[src/rtl/clock_pkg.sv]
// clock_pkg: shared encodings for the CPU clock generator.
//   MODE_*  : values of the clock_gen `mode` input
//   ST_*    : clock FSM state encoding (LOW = c_clk low phase)
package clock_pkg;

  localparam logic [1:0] MODE_AUTO   = 2'd0;
  localparam logic [1:0] MODE_MANUAL = 2'd1;
  localparam logic [1:0] MODE_BURST  = 2'd2;

  typedef enum logic {
    ST_LOW  = 1'b0,
    ST_HIGH = 1'b1
  } clk_state_e;

endpackage

[src/rtl/clk_debounce.sv]
// clk_debounce: synchronises and debounces an active-low push-button.
//   sys_clk    in  system clock
//   sys_rst_n  in  async active-low reset
//   btn_n_i    in  raw button, active-low, asynchronous
//   level_o    out debounced pressed level (1 = pressed), registered
//   rise_o     out one-cycle pulse on a debounced press (0->1 of level_o)
// The pressed level must differ from level_o for DEB_CYCLES consecutive
// cycles before level_o follows it.
module clk_debounce #(
  parameter int DEB_CYCLES = 270_000
) (
  input  logic sys_clk,
  input  logic sys_rst_n,
  input  logic btn_n_i,
  output logic level_o,
  output logic rise_o
);

  localparam int CW = (DEB_CYCLES > 1) ? $clog2(DEB_CYCLES) : 1;
  localparam logic [CW-1:0] CNT_LAST = CW'(DEB_CYCLES - 1);

  logic          sync1_q, sync2_q;
  logic          raw;
  logic          level_q, level_d;
  logic          rise_q, rise_d;
  logic [CW-1:0] cnt_q, cnt_d;

  // Button idles high, so the synchroniser resets to the released level.
  assign raw = ~sync2_q;

  always_comb begin
    level_d = level_q;
    cnt_d   = '0;
    if (raw != level_q) begin
      if (cnt_q == CNT_LAST) level_d = raw;
      else                   cnt_d   = cnt_q + CW'(1);
    end
    rise_d = level_d & ~level_q;
  end

  always_ff @(posedge sys_clk or negedge sys_rst_n) begin
    if (!sys_rst_n) begin
      sync1_q <= 1'b1;
      sync2_q <= 1'b1;
      level_q <= 1'b0;
      rise_q  <= 1'b0;
      cnt_q   <= '0;
    end else begin
      sync1_q <= btn_n_i;
      sync2_q <= sync1_q;
      level_q <= level_d;
      rise_q  <= rise_d;
      cnt_q   <= cnt_d;
    end
  end

  assign level_o = level_q;
  assign rise_o  = rise_q;

endmodule

[src/rtl/clock_gen.sv]
// clock_gen: CPU clock generator (auto / manual single-step / burst).
//   sys_clk, sys_rst_n  system clock, async active-low reset
//   manual_clk          raw step button, active-low
//   mode                0 auto, 1 manual, 2 burst, 3 acts as auto
//   half_period         sys_clk cycles per c_clk phase (0 acts as 1)
//   burst_len           cycles loaded by burst_start
//   burst_start         one-cycle burst trigger (burst mode, idle only)
//   HLT                 hold the clock in its low phase
//   c_clk               generated clock (registered)
//   c_clk_rise/fall     one-cycle strobes coinciding with c_clk edges
//   burst_busy          burst cycles still remaining
// Optional (CLOCK_GEN_CYCLE_COUNTER_EN defined): cycle_count, a wrapping
// 32-bit count of c_clk rises.
module clock_gen
  import clock_pkg::*;
#(
  parameter int DIV_W      = 25,
  parameter int DEB_CYCLES = 270_000,
  parameter int STEP_W     = 8
) (
  input  logic              sys_clk,
  input  logic              sys_rst_n,
  input  logic              manual_clk,
  input  logic [1:0]        mode,
  input  logic [DIV_W-1:0]  half_period,
  input  logic [STEP_W-1:0] burst_len,
  input  logic              burst_start,
  input  logic              HLT,
  output logic              c_clk,
  output logic              c_clk_rise,
  output logic              c_clk_fall,
  output logic              burst_busy
`ifdef CLOCK_GEN_CYCLE_COUNTER_EN
  ,
  output logic [31:0]       cycle_count
`endif
);

  localparam logic [DIV_W-1:0]  CNT_ONE = DIV_W'(1);
  localparam logic [STEP_W-1:0] REM_ONE = STEP_W'(1);

  clk_state_e        state_q, state_d;
  logic [DIV_W-1:0]  cnt_q, cnt_d, lim_q, lim;
  logic [STEP_W-1:0] rem_q, rem_d;
  logic              pend_q, pend_d;
  logic              rise_q, rise_d, fall_q, fall_d;
  logic              btn_level, btn_rise, press;
  logic              expired, rise_ok;

  clk_debounce #(.DEB_CYCLES(DEB_CYCLES)) u_deb (
    .sys_clk   (sys_clk),
    .sys_rst_n (sys_rst_n),
    .btn_n_i   (manual_clk),
    .level_o   (btn_level),
    .rise_o    (btn_rise)
  );

  assign press = btn_rise & btn_level;

  // The phase length is captured on the first cycle of every phase
  // (counter == 0, including the first cycle out of reset) and held in
  // lim_q, so half_period changes never stretch or cut a running phase.
  assign lim = (cnt_q != '0)        ? lim_q :
               (half_period == '0)  ? '0    : half_period - CNT_ONE;
  assign expired = (cnt_q == lim);

  always_comb begin
    case (mode)
      MODE_MANUAL: rise_ok = pend_q;
      MODE_BURST:  rise_ok = (rem_q != '0);
      default:     rise_ok = 1'b1;  // MODE_AUTO and reserved
    endcase
    rise_ok = rise_ok & ~HLT;
  end

  // State register.
  always_ff @(posedge sys_clk or negedge sys_rst_n) begin
    if (!sys_rst_n) begin
      state_q <= ST_LOW;
      cnt_q   <= '0;
      lim_q   <= '0;
      rem_q   <= '0;
      pend_q  <= 1'b0;
      rise_q  <= 1'b0;
      fall_q  <= 1'b0;
    end else begin
      state_q <= state_d;
      cnt_q   <= cnt_d;
      lim_q   <= lim;
      rem_q   <= rem_d;
      pend_q  <= pend_d;
      rise_q  <= rise_d;
      fall_q  <= fall_d;
    end
  end

  // Next state. A blocked rise leaves the counter parked at its limit so
  // the rise follows one cycle after the condition turns true.
  always_comb begin
    state_d = state_q;
    cnt_d   = cnt_q;
    case (state_q)
      ST_LOW: begin
        if (!expired) begin
          cnt_d = cnt_q + CNT_ONE;
        end else if (rise_ok) begin
          state_d = ST_HIGH;
          cnt_d   = '0;
        end
      end
      default: begin
        if (!expired) begin
          cnt_d = cnt_q + CNT_ONE;
        end else begin
          state_d = ST_LOW;
          cnt_d   = '0;
        end
      end
    endcase
  end

  // Outputs and side state.
  always_comb begin
    rise_d = (state_q == ST_LOW)  && (state_d == ST_HIGH);
    fall_d = (state_q == ST_HIGH) && (state_d == ST_LOW);

    pend_d = pend_q;
    if (mode != MODE_MANUAL) pend_d = 1'b0;
    else if (rise_d)         pend_d = 1'b0;
    else if (press)          pend_d = 1'b1;

    rem_d = rem_q;
    if (mode != MODE_BURST)               rem_d = '0;
    else if (rise_d)                      rem_d = rem_q - REM_ONE;
    else if (burst_start && rem_q == '0)  rem_d = burst_len;

    c_clk      = (state_q == ST_HIGH);
    c_clk_rise = rise_q;
    c_clk_fall = fall_q;
    burst_busy = (rem_q != '0);
  end

`ifdef CLOCK_GEN_CYCLE_COUNTER_EN
  logic [31:0] cyc_q;
  always_ff @(posedge sys_clk or negedge sys_rst_n) begin
    if (!sys_rst_n)  cyc_q <= '0;
    else if (rise_d) cyc_q <= cyc_q + 32'd1;
  end
  assign cycle_count = cyc_q;
`endif

endmodule

[config.mk]
export PLATFORM = sky130hd
export DESIGN_NAME = clock_gen
export DESIGN_NICKNAME = d
export VERILOG_FILES = /design/src/rtl/clock_pkg.sv /design/src/rtl/clk_debounce.sv /design/src/rtl/clock_gen.sv
export SDC_FILE = /design/constraint.sdc
export NUM_CORES = 1
export LEC_CHECK = 0
export CAP_MARGIN = 20
export CORE_AREA = 2 2 93 118
export DETAILED_ROUTE_END_ITERATION = 8
export DIE_AREA = 0 0 95 120
export GPL_TIMING_DRIVEN = 1
export PLACE_DENSITY_LB_ADDON = 0.25
export SYNTH_ARGS = -nofsm -noshare
export SYNTH_HDL_FRONTEND = slang
export SYNTH_SLANG_ARGS = --single-unit
[constraint.sdc]
create_clock -name sys_clk -period 3.1 [get_ports sys_clk]
set_input_delay 0.775 -clock sys_clk [delete_from_list [all_inputs] [get_ports sys_clk]]
set_output_delay 0.775 -clock sys_clk [all_outputs]
set_load 0.1 [all_outputs]
==> reports/summary.txt, run 1 <==
most frequent cell after synthesis: dfrtp_1
share of layout cells above drive strength 1: 41.8%
Fmax: 265 MHz
Clock Pin Slew Worst Setup and Hold Paths: 0.06 ns
clk_skew: 0.00993 ns
RSZ-0062 raised after global routing: yes
VDD IR-drop max: 0.000291 V
WL met2: 10400 um
Post-DP Area: 6940 um2
reg2reg setup slack: -0.60 ns
global-route wire length before repair: 29700 um
die area: 11400 um2
drt drc: 0
Psw: 665 uW
post-route worst setup slack: -0.673 ns
Yosys Warn Count: 0
final hold violations: 0
cell area after layout: 8420 um2
share of the synthesized area in the top cell type: 38.8%
Post-synth top flop: dfrtp_1
Post-synth EDFFs: 0
register bit total from synthesis: 85
GRT Total Usage: 33.4%
Synth cell types: 68
Total Nets Final: 871
post-DP HPWL: 11000 um
sequential share of the synthesized area: 39.8%
setup_tns: -20.11 ns
max-slew violation count: 0
vias per cell: 6.41
H-tree level count: 3
share of flip-flops with an asynchronous set or reset: 100%
area grow syn2layout: 57.5%
Worst-Margin Slew: 0.784 ns
crit path launch type: input pin
Mapped Area: 5350 um2
die width: 95 um
Clock Latency Late Sink: 0.35 ns
initial antenna violation count: 0
Hold Crit Class: register to register
Initial DRC Count: 574
fill cell count: 559
max_slew headroom: 47.6%
chip height: 120 um
Comb pwr share: 13.2%
GPL Wtd Cong: 0.924
switching part of the total: 24.1%
Arrival @ worst endpoint: 4.03 ns
WL/cell: 21.5 um
fin crit period: 3.77 ns
I/O Buffers: 43
IO Pins: 44
Pre-Repair DR Iteration Count: 6
FP Rows: 42
FF/Latch Area: 2130 um2
failing checks: negative setup slack
static leakage: 0.00370 uW
cell taking the most area after synthesis: dfrtp_1
max-cap viol count: 0
core area: 10400 um2
CTS tree: yes
# clock sinks: 85
multi-input logic area: 3580 um2
initial core utilization: 51.6%
kind of critical path: input pin to register
vias in the first global route: 6190
Req. time, crit path: 3.36 ns
WL met3: 1270 um
outcome: complete, but fails checks
largest net degree at the start of global routing: 48
Routed Antenna Nets: 0
# hold bufs at CTS: 0
Synth area leaders: dfrtp_1, xnor2_1, nand2_1
Num CTS Buffers: 9
Clock Tree Root: clkbuf_16
period utilisation layout: 122%
top routing layer in use: met4
Power Density: 328 nW/um2
total number of vias: 6158
global route total overflow: 0
P_int: 2100 uW
CP endpoint kind: register
syn avg cell area: 8.97 um2
worst-path maximum fanout: 4
met1 wire length: 7100 um
CTS Buffer Depth: 2
part of the power in registers: 41.1%
Routed WL: 20600 um
Mapped Cells: 596
Ant. Diodes: 0
final setup violation count: 37
power share of the clock group: 45.6%
top post-synthesis cells by count: dfrtp_1, nand2_1, nor2_1
post-synth net total: 644
==> power groups by stage <==
stage / sequential (uW) / combinational (uW) / clock (uW)
2_1_floorplan: 1150 / 132 / 0
3_3_place_gp: 1150 / 295 / 0
3_5_place_dp: 1150 / 304 / 0
4_1_cts: 1130 / 327 / 1250
5_1_grt: 1140 / 393 / 1300
6_report: 1140 / 366 / 1260
==> path summary, 6_finish.rpt <==
kind	depth (start not counted)	end	from
worst max-delay path	12	rem_q[3]	half_period[1]
worst min register to register	0	u_deb.sync2_q	u_deb.sync1_q
worst min-delay path	0	u_deb.sync2_q	u_deb.sync1_q
max in group asynchronous	2	lim_q[21]	sys_rst_n
min in group asynchronous	1	u_deb.cnt_q[16]	sys_rst_n
worst max register to register	15	rem_q[3]	cnt_q[0]
==> placed cells by master (no fill, tap or decap), types with 11 or more instances in the layout <==
cell             netlist  final
a21oi_1               18     12
dfrtp_1               83     83
nand4_1               16     16
nor3_1                16     11
o211ai_1              14     14
xnor2_1               31     27
inv_1                 30     27
clkbuf_16              0     12
xor2_1                19     15
nand3_1               33     29
nand2_1               59     57
buf_4                  0    175
nor2_1                44     41
o31ai_1               17     11
clkdlybuf4s50_1        0     13
buf_6                  2     29
o21ai_0               25     15
==> what timing repair did <==
| action | CTS | global route |
|---|---|---|
| buffers inserted | 37 | 20 |
| cloned | 5 | 3 |
| resized for setup | 151 | 85 |
| endpoints found under the setup margin | 37 | 37 |
| pin swaps | 64 | 60 |
==> cells by family after synthesis <==
| logic type | after synthesis | share of synthesized area [%] |
|---|---|---|
| mux | 2 | 0.374 |
| xor+xnor | 50 | 8.19 |
| buf+inv | 58 | 4.73 |
| flops | 85 | 39.8 |
| simple gates | 258 | 27.3 |
| compound gates | 135 | 17.7 |
| fa+ha+maj | 8 | 1.87 |
==> critical path, cell delays in order <==
cell	delay (ns)
buf_6	0.10
buf_6	0.12
or4_4	0.56
o41ai_4	0.26
nand4_1	0.21
a32oi_1	0.28
o211ai_1	0.19
nor4_4	0.22
nand4_2	0.22
or4_4	0.52
or3_1	0.38
a31oi_1	0.21
==> flip-flops by register name, summed over array words and instances (netlist names) <==
| signal | count |
|---|---|
| u_deb.rise_o | 1 |
| c_clk | 1 |
| c_clk_rise | 1 |
| cnt_q | 25 |
| lim_q | 25 |
| pend_q | 1 |
| rem_q | 8 |
| u_deb.level_o | 1 |
| u_deb.sync2_q | 1 |
| c_clk_fall | 1 |
| u_deb.sync1_q | 1 |
| u_deb.cnt_q | 19 |
==> area by class of cell <==
type / instances / area share, %
Sequential cell: 85 / 25.3
Multi-Input combinational cell: 453 / 42.5
Timing Repair Buffer: 244 / 24.8
Clock inverter: 4 / 1.13
Inverter: 30 / 1.43
Tap cell: 132 / 1.96
Clock buffer: 12 / 2.93
==> metal layers <==
layer	vias to the layer above	global-route usage (%)
met3	160	4.46
met4	0	23.6
met1	2961	36.2
met5	-	0
met2	383	58.6
li1	2654	-
==> stage by stage <==
| step | hold WS, ns | worst slack [ns] | instances | power (uW) | utilization, % |
|---|---|---|---|---|---|
| 2_1_floorplan | 0.345 | -0.635 | 596 | 1280 | - |
| 3_3_place_gp | 0.351 | -1.25 | 888 | 1450 | 67.0 |
| 3_5_place_dp | 0.349 | -1.33 | 888 | 1460 | 67.0 |
| 4_1_cts | 0.361 | -0.444 | 944 | 2710 | 76.8 |
| 5_1_grt | 0.361 | -0.759 | 960 | 2830 | 81.4 |
| 6_report | 0.358 | -0.673 | 960 | 2760 | 81.4 |
No activity file was read; power rests on OpenSTA's default activity.
==> run 2: changes to the inputs <==
- ABC_CLOCK_PERIOD_IN_PS: default -> 3100
==> results of run 2 <==
Same layout as run 1: the final DEF is identical, and so are final timing and power.
